<file path="src/rtl/if_prefetch.sv">
// ---------------------------------------------------------------------------
// if_prefetch -- instruction fetch prefetcher with in-order memory interface
//
// Issues word-aligned fetch requests to an instruction memory, tracks the
// outstanding requests with their PCs, and buffers returned instructions in
// a first-word-fall-through FIFO for the decode stage. A redirect (branch,
// return or flush) restarts fetch at a new PC. The FIFO is cleared, and any
// responses still in flight for the old path are counted and silently
// discarded when they return.
//
// Parameters
//   DEPTH     prefetch FIFO entries (power of two, 2..16)
//   RESET_PC  first fetch address after reset
//
// Ports
//   clk          clock, rising edge
//   rstn         asynchronous active-low reset
//   redirect     restart fetch at redirect_pc (priority over push/pop)
//   redirect_pc  new fetch address, bits [1:0] ignored
//   imem_req     memory request valid
//   imem_addr    memory request address (word aligned)
//   imem_gnt     request accepted when imem_req and imem_gnt are both 1
//   imem_rvalid  read data valid (in request order, latency >= 1)
//   imem_rdata   instruction word
//   if_valid     if_inst / if_pc hold a fetched instruction
//   if_inst      instruction at the FIFO head (NOP when empty)
//   if_pc        PC of if_inst (0 when empty)
//   if_ready     consumer takes the head when if_valid and if_ready are 1
// ---------------------------------------------------------------------------
module if_prefetch #(
    parameter int unsigned DEPTH    = 4,
    parameter logic [31:0] RESET_PC = 32'h0000_0000
) (
    input  logic        clk,
    input  logic        rstn,
    input  logic        redirect,
    input  logic [31:0] redirect_pc,
    output logic        imem_req,
    output logic [31:0] imem_addr,
    input  logic        imem_gnt,
    input  logic        imem_rvalid,
    input  logic [31:0] imem_rdata,
    output logic        if_valid,
    output logic [31:0] if_inst,
    output logic [31:0] if_pc,
    input  logic        if_ready
);

    // Pointer width and counter width (counters must be able to hold DEPTH)
    localparam int unsigned AW = (DEPTH > 1) ? $clog2(DEPTH) : 1;
    localparam int unsigned CW = AW + 1;

    localparam logic [31:0]   NOP_INST = 32'h0000_0013;
    localparam logic [CW-1:0] DEPTH_C  = CW'(DEPTH);
    localparam logic [CW-1:0] CNT_ZERO = {CW{1'b0}};
    localparam logic [AW-1:0] PTR_ZERO = {AW{1'b0}};

    // Advance a circular pointer; DEPTH is a power of two so it wraps naturally
    function automatic logic [AW-1:0] ptr_inc(input logic [AW-1:0] ptr);
        return ptr + AW'(1'b1);
    endfunction

    // Fetch address and bookkeeping counters
    logic [31:0]   fetch_pc_r;
    logic [CW-1:0] count_r;
    logic [CW-1:0] outstanding_r;
    logic [CW-1:0] drop_cnt_r;

    // Prefetch FIFO storage and pointers
    logic [31:0]   fifo_inst_r [DEPTH];
    logic [31:0]   fifo_pc_r   [DEPTH];
    logic [AW-1:0] wr_ptr_r;
    logic [AW-1:0] rd_ptr_r;

    // PC queue: one entry per outstanding request, in grant order
    logic [31:0]   pcq_r [DEPTH];
    logic [AW-1:0] pcq_wr_r;
    logic [AW-1:0] pcq_rd_r;

    // Handshake and event decode
    logic          credit_s;
    logic          req_s;
    logic          grant_s;
    logic          rsp_s;
    logic          drop_s;
    logic          push_s;
    logic          pop_s;
    logic          valid_s;
    logic [CW-1:0] outstanding_next_s;
    logic [31:0]   head_inst_s;
    logic [31:0]   head_pc_s;
    logic          unused_s;

    // The low address bits of a redirect target are defined as don't-care
    assign unused_s = ^redirect_pc[1:0];

    // A request is only allowed when a FIFO slot is reserved for its response,
    // so the FIFO cannot overflow no matter how long the consumer stalls.
    assign credit_s = (count_r + outstanding_r) < DEPTH_C;
    assign req_s    = rstn & credit_s & ~redirect;
    assign grant_s  = req_s & imem_gnt;

    // A response with nothing outstanding is a protocol violation and ignored
    assign rsp_s    = imem_rvalid & (outstanding_r != CNT_ZERO);
    assign drop_s   = rsp_s & (drop_cnt_r != CNT_ZERO);
    assign push_s   = rsp_s & ~drop_s;

    assign valid_s  = (count_r != CNT_ZERO);
    assign pop_s    = valid_s & if_ready;

    assign outstanding_next_s = outstanding_r + CW'(grant_s) - CW'(rsp_s);

    assign imem_req  = req_s;
    assign imem_addr = fetch_pc_r;
    assign if_valid  = valid_s;
    assign if_inst   = head_inst_s;
    assign if_pc     = head_pc_s;

    // Present the FIFO head, or a NOP at PC 0 while nothing is buffered
    always_comb begin
        head_inst_s = NOP_INST;
        head_pc_s   = 32'h0000_0000;
        if (valid_s) begin
            head_inst_s = fifo_inst_r[rd_ptr_r];
            head_pc_s   = fifo_pc_r[rd_ptr_r];
        end else begin
            head_inst_s = NOP_INST;
            head_pc_s   = 32'h0000_0000;
        end
    end

    // Fetch PC, credit counters, drop counter and all FIFO / PC-queue pointers
    always_ff @(posedge clk or negedge rstn) begin
        if (!rstn) begin
            fetch_pc_r    <= RESET_PC;
            count_r       <= CNT_ZERO;
            outstanding_r <= CNT_ZERO;
            drop_cnt_r    <= CNT_ZERO;
            wr_ptr_r      <= PTR_ZERO;
            rd_ptr_r      <= PTR_ZERO;
            pcq_wr_r      <= PTR_ZERO;
            pcq_rd_r      <= PTR_ZERO;
        end else if (redirect) begin
            // Everything still in flight belongs to the old path: the
            // responses that have not yet returned are all to be dropped.
            fetch_pc_r    <= {redirect_pc[31:2], 2'b00};
            count_r       <= CNT_ZERO;
            wr_ptr_r      <= PTR_ZERO;
            rd_ptr_r      <= PTR_ZERO;
            outstanding_r <= outstanding_next_s;
            drop_cnt_r    <= outstanding_next_s;
            pcq_wr_r      <= grant_s ? ptr_inc(pcq_wr_r) : pcq_wr_r;
            pcq_rd_r      <= rsp_s ? ptr_inc(pcq_rd_r) : pcq_rd_r;
        end else begin
            fetch_pc_r    <= grant_s ? (fetch_pc_r + 32'd4) : fetch_pc_r;
            count_r       <= count_r + CW'(push_s) - CW'(pop_s);
            outstanding_r <= outstanding_next_s;
            drop_cnt_r    <= drop_s ? (drop_cnt_r - CW'(1'b1)) : drop_cnt_r;
            wr_ptr_r      <= push_s ? ptr_inc(wr_ptr_r) : wr_ptr_r;
            rd_ptr_r      <= pop_s ? ptr_inc(rd_ptr_r) : rd_ptr_r;
            pcq_wr_r      <= grant_s ? ptr_inc(pcq_wr_r) : pcq_wr_r;
            pcq_rd_r      <= rsp_s ? ptr_inc(pcq_rd_r) : pcq_rd_r;
        end
    end

    // Data storage: PC queue written on grant, FIFO written on a kept response
    always_ff @(posedge clk or negedge rstn) begin
        if (!rstn) begin
            for (int i = 0; i < int'(DEPTH); i++) begin
                fifo_inst_r[i] <= NOP_INST;
                fifo_pc_r[i]   <= 32'h0000_0000;
                pcq_r[i]       <= 32'h0000_0000;
            end
        end else begin
            if (grant_s) begin
                pcq_r[pcq_wr_r] <= fetch_pc_r;
            end else begin
                pcq_r[pcq_wr_r] <= pcq_r[pcq_wr_r];
            end
            // A redirect empties the FIFO, so a response in that cycle is not kept
            if (push_s && !redirect) begin
                fifo_inst_r[wr_ptr_r] <= imem_rdata;
                fifo_pc_r[wr_ptr_r]   <= pcq_r[pcq_rd_r];
            end else begin
                fifo_inst_r[wr_ptr_r] <= fifo_inst_r[wr_ptr_r];
                fifo_pc_r[wr_ptr_r]   <= fifo_pc_r[wr_ptr_r];
            end
        end
    end

endmodule
</file>
<file path="config.mk">
export PLATFORM = sky130hd
export DESIGN_NAME = if_prefetch
export DESIGN_NICKNAME = d
export VERILOG_FILES = /design/src/rtl/if_prefetch.sv
export SDC_FILE = /design/constraint.sdc
export NUM_CORES = 1
export LEC_CHECK = 0
export ABC_CLOCK_PERIOD_IN_PS = 3200
export CELL_PAD_IN_SITES_DETAIL_PLACEMENT = 1
export CELL_PAD_IN_SITES_GLOBAL_PLACEMENT = 1
export CORE_ASPECT_RATIO = 1.4
export CORE_MARGIN = 1.5
export CORE_UTILIZATION = 47
export CTS_CLUSTER_DIAMETER = 40
export CTS_CLUSTER_SIZE = 25
export DETAILED_ROUTE_END_ITERATION = 12
export DONT_BUFFER_PORTS = 1
export GPL_TIMING_DRIVEN = 0
export PLACE_DENSITY_LB_ADDON = 0.1
export SKIP_LAST_GASP = 1
export SLEW_MARGIN = 20
export SYNTH_ARGS = -nofsm -noshare
export SYNTH_HDL_FRONTEND = slang
export SYNTH_SLANG_ARGS = --single-unit
</file>
<file path="constraint.sdc">
create_clock -name clk -period 3.2 [get_ports clk]
set_clock_uncertainty 0.2 [all_clocks]
set_input_delay 0.8 -clock clk [delete_from_list [all_inputs] [get_ports clk]]
set_output_delay 0.8 -clock clk [all_outputs]
set_load 0.02 [all_outputs]
</file>
==> impl_metrics.toml, run 1 <==
[cts]
insertion_delay_ps = 600
clkSinkCount = 431
tritoncts = "yes"
clockRootBuffer = "clkbuf_16"
htree_levels = 2
clk_path_buf_depth = 3
cts_made_buffers = 54
clk_pin_slew_ps = 70

[finish]
area_growth_pct = 14.9
seqCellArea_sq_um = 10800
nNetsFinal = 2108
drive_above_1_share_pct = 22.2
multi_input_area_sq_um = 10800
finish.utilization_pct = 55.0
fillCellCount = 4882
antenna_cells = 0

[power]
netSwitchingFraction_pct = 40.6
p_int_mw = 15.4
net-switching-power_mw = 10.5
vdd.ir_drop.worst_mv = 0.472
p_clk_share_pct = 24.7
combPwrFrac_pct = 43.4
p_per_area_nw_per_um2 = 1020
p_leak_nw = 9.06
pwr-share-seq_pct = 32.0

[critical_path]
rr_worst_depth = 7
worst_setup_path_end_kind = "flip-flop"
crit_fanout = 434
cp_cell_sequence = "nand2_1 > nor3_4 > inv_4 > buf_6 > ha_1 > inv_1 > ha_1 > inv_1 > fa_1 > xnor2_1 > nor2_1 > nor2_1"
crit_path_max_incr_delay_ps = 510
cp-startpoint = "rstn"
r2r-end = "fifo_pc_r[99]"
critPathKind = "in -> reg"
rrSetupSlack_ps = 70
arrival_ps = 3580
timing.rr.start = "wr_ptr_r[1]"
crit_buf_inv = 4
cp_slowest_cell = "nand2_1"
worst_setup_path_start_kind = "primary input"
cp.required_ps = 3530
cp_top_family = "simple AND/OR/NAND/NOR gates"

[global_routing]
grt_pass1_wl_mm = 111
grt_pass1_vias = 18354
grt_max_degree = 435
grt_overflow = 0
antenna_found_initial = 1
grt_usage_pct = 30.0

[synth]
yosysTopAreaCellShare_pct = 47.4
synthMuxAreaShare_pct = 24.4
synth_edf_count = 0
async_flop_share_pct = 100
synthTopCellsByArea = "dfrtp_1, mux4_2, a21oi_1, nor2_1, mux2i_1"
ys_seq_elements = 431
synthXorXnorAreaFrac_pct = 1.18
syn_inst = 1938
synth_top_area_cell = "dfrtp_1"
synth.avg_cell_area_sq_um = 11.4
synth_cell_types = 52
ys_top_cells_by_count = "dfrtp_1, nor2_1, a21oi_1"
synthFlopType = "dfrtp_1"
synth_compound_area_share_pct = 10.1
synth_top_family_by_area = "multiplexers"
netlist_area_sq_um = 22100
ys_warn_count = 0
yosysMostFrequentCell = "dfrtp_1"
synthAdderAreaFrac_pct = 1.09
yosys.area_share.simple_pct = 11.2
seq_area_frac_synth_pct = 48.8

[timing]
setup_violations = 14
tightestPinTransition_ps = 1020
maxSlewHeadroom_pct = 32.1
drv_slew = 0
rsz0062_at_grt = "true"
fin_crit_ps = 3250
finalCritPeriodShare_pct = 102
fmax_ghz = 0.308
holdWs_ps = -307
hold_viol = 419
worst_slack_ps = -49.4

[detailed_routing]
routedWlPerCell_um = 26.5
routed_wirelength_mm = 71.2
ant_nets = 0
drt_iter0_drc = 1038
vias_per_cell = 6.19
drcViolationCount = 0
routed-via-count = 16602
drtPass1Iterations = 5

[job]
maxCapViolations = 0

[floorplanning]
io-pin-count = 168
start_util_pct = 47.9
rows = 93
fp.dieH_um = 260
die_w_um = 186
core_sq_um = 46200
dieArea_sq_um = 48400

[place]
gp_congestion = 0.821
dp_hpwl_mm = 47.1
port_buffers = 0

[min_path]
hold_class = "in -> async"

[status]
failed_checks = "negative hold slack, negative setup slack"
status = "finished with violations"
[layout make-up]
class | count | share of cell area [%]
buffer | 154 | 3.15
multi-input combinational | 1337 | 42.4
sequential | 431 | 42.5
timing repair buffer | 27 | 1.29
tap | 617 | 3.04
clock inverter | 40 | 1.80
inverter | 15 | 0.256
clock buffer | 60 | 5.53
[power groups by stage]
stage | sequential, mW | combinational (mW) | clock [mW]
6_report | 8.29 | 11.3 | 6.40
5_1_grt | 8.48 | 12.0 | 6.69
4_1_cts | 8.25 | 10.8 | 6.51
3_5_place_dp | 8.30 | 10.1 | 0
3_3_place_gp | 8.17 | 9.83 | 0
2_1_floorplan | 7.86 | 7.60 | 0
[worst max path at each step]
stage | slack (ps) | endpoint | depth (start not counted)
after floorplan | 70 | drop_cnt_r[2] | 14
after global placement | -610 | drop_cnt_r[2] | 14
after detailed placement | -610 | drop_cnt_r[2] | 14
after CTS | -120 | if_inst[7] | 4
after global routing | -90 | if_pc[11] | 5
final | -50 | drop_cnt_r[2] | 12
[metrics by stage]
stage / TNS [ps] / total power [mW] / area [sq um] / std cells / worst slack (ps)
after global routing: -1660 / 27.2 / 25400 / 2681 / -93.4
after detailed placement: -24540 / 18.4 / 22900 / 2556 / -610
final: -272 / 25.9 / 25400 / 2681 / -49.4
after global placement: -14210 / 18.0 / 22900 / 2556 / -609
after CTS: -3700 / 25.6 / 25200 / 2672 / -116
after floorplan: 0 / 15.5 / 22100 / 1939 / 65.1
[metal layers]
metal / up-vias / global-route usage, % / wire length (um) / part of all wire, %
li1: 7172 / - / - / -
met4: 0 / 11.3 / 2280 / 3.2
met3: 158 / 4.17 / 2970 / 4.2
met5: - / 0 / 0 / 0
met2: 441 / 55.2 / 38400 / 54
met1: 8831 / 35.6 / 27600 / 39
[cells in the final DEF (no fill, tap or decap), drive strengths merged, types with 3 or more instances in the layout]
| cell type | count |
|---|---|
| clkbuf | 175 |
| clkinvlp | 3 |
| mux2 | 11 |
| a31oi | 4 |
| o311ai | 12 |
| or4 | 4 |
| nor4 | 3 |
| bufinv | 5 |
| nand2 | 42 |
| nor2 | 391 |
| nand3 | 15 |
| or2 | 5 |
| o211ai | 6 |
| and3 | 4 |
| xor2 | 14 |
| dfstp | 12 |
| mux2i | 95 |
| inv | 33 |
| and2 | 66 |
| nor3 | 9 |
| nand4 | 16 |
| dfrtp | 419 |
| nor2b | 3 |
| buf | 65 |
| clkinv | 14 |
| o21ai | 15 |
| xnor2 | 14 |
| a21oi | 380 |
| mux4 | 192 |
| ha | 16 |
[kinds of logic after synthesis]
logic type                 Yosys count
buffers and inverters              171
muxes                              298
DFF                                431
AOI/OAI and AO/OA                  425
xor gates and xnor gates            28
adders and majority gates           18
and+or+nand+nor                    566
other                                1
[registers in the layout (all words and copies together) (netlist names)]
register and cells:
wr_ptr_r 2, pcq_wr_r 2, pcq_r 128, fifo_pc_r 128, drop_cnt_r 3, pcq_rd_r 2
rd_ptr_r 2, fifo_inst_r 128, imem_addr 30, outstanding_r 3, count_r 3
[what timing repair did]
action	in CTS	in global routing
endpoints found under the setup margin	269	227
gates cloned	3	1
pin swaps	6	3
endpoints found under the hold margin	431	424
buffers inserted	14	10
resized for setup	82	120
(Power assumes the default switching activity.)
==> run 2, diff against run 1 <==
--- a/config.mk
+++ b/config.mk
@@ -8,7 +8,6 @@
 export ABC_CLOCK_PERIOD_IN_PS = 3200
 export CELL_PAD_IN_SITES_DETAIL_PLACEMENT = 1
 export CELL_PAD_IN_SITES_GLOBAL_PLACEMENT = 1
-export CORE_ASPECT_RATIO = 1.4
 export CORE_MARGIN = 1.5
 export CORE_UTILIZATION = 47
 export CTS_CLUSTER_DIAMETER = 40
==> impl_metrics.toml, run 2 (synthesized netlist as in run 1, its figures left out) <==
[critical_path]
cp_top_family = "multiplexers"
timing.rr.start = "count_r[1]"
arrival_ps = 2190
critPathKind = "reg -> out"
rr_worst_depth = 12
crit_path_max_incr_delay_ps = 440
cp_slowest_cell = "mux4_2"
cp_cell_sequence = "buf_4 > buf_12 > buf_4 > mux4_2 > or2_4"
cpMostUsedCell = "buf_4"
crit_fanout = 4
worst_setup_path_end_kind = "output pin"
worst_setup_path_start_kind = "flip-flop"
cp.required_ps = 2200
crit_buf_inv = 3
r2r-end = "drop_cnt_r[1]"
rrSetupSlack_ps = 150

[timing]
finalCritPeriodShare_pct = 99.7
drv_slew = 0
tightestPinTransition_ps = 1150
fmax_ghz = 0.313
fin_crit_ps = 3190
maxSlewHeadroom_pct = 23.4
rsz0062_at_grt = "true"
holdWs_ps = -295
setup_violations = 0
worst_slack_ps = 9.05
hold_viol = 422

[status]
failed_checks = "negative hold slack"
status = "finished with violations"

[global_routing]
busiest_layer = "met2"
grtUsageMet1_pct = 38.7
grt_util_met3_pct = 5.55
grt_pass1_wl_mm = 111
grt_overflow = 0
grt_usage_pct = 30.7
grt_max_degree = 435
use_met2_pct = 52.6
antenna_found_initial = 1
grt_pass1_vias = 18526

[power]
net-switching-power_mw = 10.8
pwr-share-seq_pct = 29.7
p_leak_nw = 9.37
vdd.ir_drop.worst_mv = 0.753
combPwrFrac_pct = 39.7
p_clk_share_pct = 30.6
netSwitchingFraction_pct = 38.6
p_int_mw = 17.2
p_per_area_nw_per_um2 = 1070

[floorplanning]
fp.dieH_um = 220
die_w_um = 220
io-pin-count = 168
rows = 79
dieArea_sq_um = 48400
core_sq_um = 46500
start_util_pct = 47.6

[detailed_routing]
routed-via-count = 16841
drtPass1Iterations = 5
vias_per_cell = 6.22
routedWlPerCell_um = 26.7
routed_wirelength_mm = 72.3
drt_iter0_drc = 1095
drcViolationCount = 0
ant_nets = 0

[cts]
cts_made_buffers = 79
clkSinkCount = 431
clk_pin_slew_ps = 50
htree_levels = 3
insertion_delay_ps = 610
clk_path_buf_depth = 3
clockRootBuffer = "clkbuf_16"
tritoncts = "yes"

[place]
gp_congestion = 0.812
port_buffers = 0
dp_hpwl_mm = 46.5
dpl_worst_slack_ps = -867

[finish]
final_cell_mix = "dfrtp_1, nor2_1, a21oi_1"
final_common_cell = "dfrtp_1"
nNetsFinal = 2126
reg_top3 = "fifo_inst_r x128, fifo_pc_r x128, pcq_r x128"
area_growth_pct = 18.2
drive_above_1_share_pct = 23.2

[min_path]
hold_class = "in -> async"

[job]
maxCapViolations = 0
## run 2: cell count changes in the layout (fill, tap and decap cells not counted), moves of 7 or more
cell        change
clkbuf_16      +25
clkbuf_8       +10
clkinvlp_4      +7
clkbuf_2       -14
clkbuf_1       +10
## run 2: timing repair
item,4_1_cts,5_1_grt
cloned,2,0
resized for setup,109,58
hold endpoints to repair,431,431
pin swaps,8,4
endpoints found under the setup margin,204,162
buffers inserted,21,1
## run 2: worst reg2reg max path, cell delays in order, from the launching register on
cell     delay (ps)
dfrtp_2         450
ha_4            260
a31oi_4         260
xor2_4          130
nor3_4          210
inv_4            60
buf_6           160
ha_1            280
inv_1            60
ha_1            130
inv_1            50
fa_2            560
o21ai_0         100
## run 2: area by class of cell
cell class              count  area [sq um]
clock inverters            45           524
plain buffers             152           776
repair buffers             22           240
diodes                      2          5.00
clock buffers              97          2200
well taps                 607           759
inverters                  15          63.8
flip-flops and latches    431         10800
multi-input cells        1337         10800
fillers                  4772         20300
## run 2: power by group through the flow
stage                     registers (mW)  logic [mW]  clock network [mW]
after floorplan                     7.86        7.60                   0
after global placement              8.17        9.80                   0
after detailed placement            8.31        10.1                   0
after CTS                           8.29        11.0                8.69
after global routing                8.51        11.9                8.91
final                               8.33        11.1                8.58
## run 2: metal layers
metal,wire length (um),up-vias,share of wire [%]
li1,-,7223,-
met1,29200,8976,40
met2,37300,495,52
met3,3640,147,5.0
met4,2120,0,2.9
met5,0,-,0
## run 2: stage by stage
| stage | instances | util (%) | TNS (ps) | power, mW | instance area, sq um |
|---|---|---|---|---|---|
| 6_report | 2708 | 56.3 | 0 | 28.0 | 26100 |
| 5_1_grt | 2707 | 56.3 | -204 | 29.3 | 26100 |
| 4_1_cts | 2709 | 56.3 | -979 | 28.0 | 26100 |
| 3_5_place_dp | 2546 | 49.2 | -51990 | 18.4 | 22900 |
| 3_3_place_gp | 2546 | 49.2 | -44230 | 18.0 | 22900 |
| 2_1_floorplan | 1939 | - | 0 | 15.5 | 22100 |
## run 2: worst max path at each step
stage                               end  cells past startpoint        start  slack, ps
after floorplan           drop_cnt_r[2]                     14   count_r[1]         70
after global placement       count_r[2]                     10   count_r[2]       -830
after detailed placement     count_r[2]                     10   count_r[2]       -870
after CTS                     if_pc[29]                      5  rd_ptr_r[0]        -60
after global routing         if_inst[0]                      5  rd_ptr_r[0]        -40
final                        if_inst[0]                      5  rd_ptr_r[0]          9
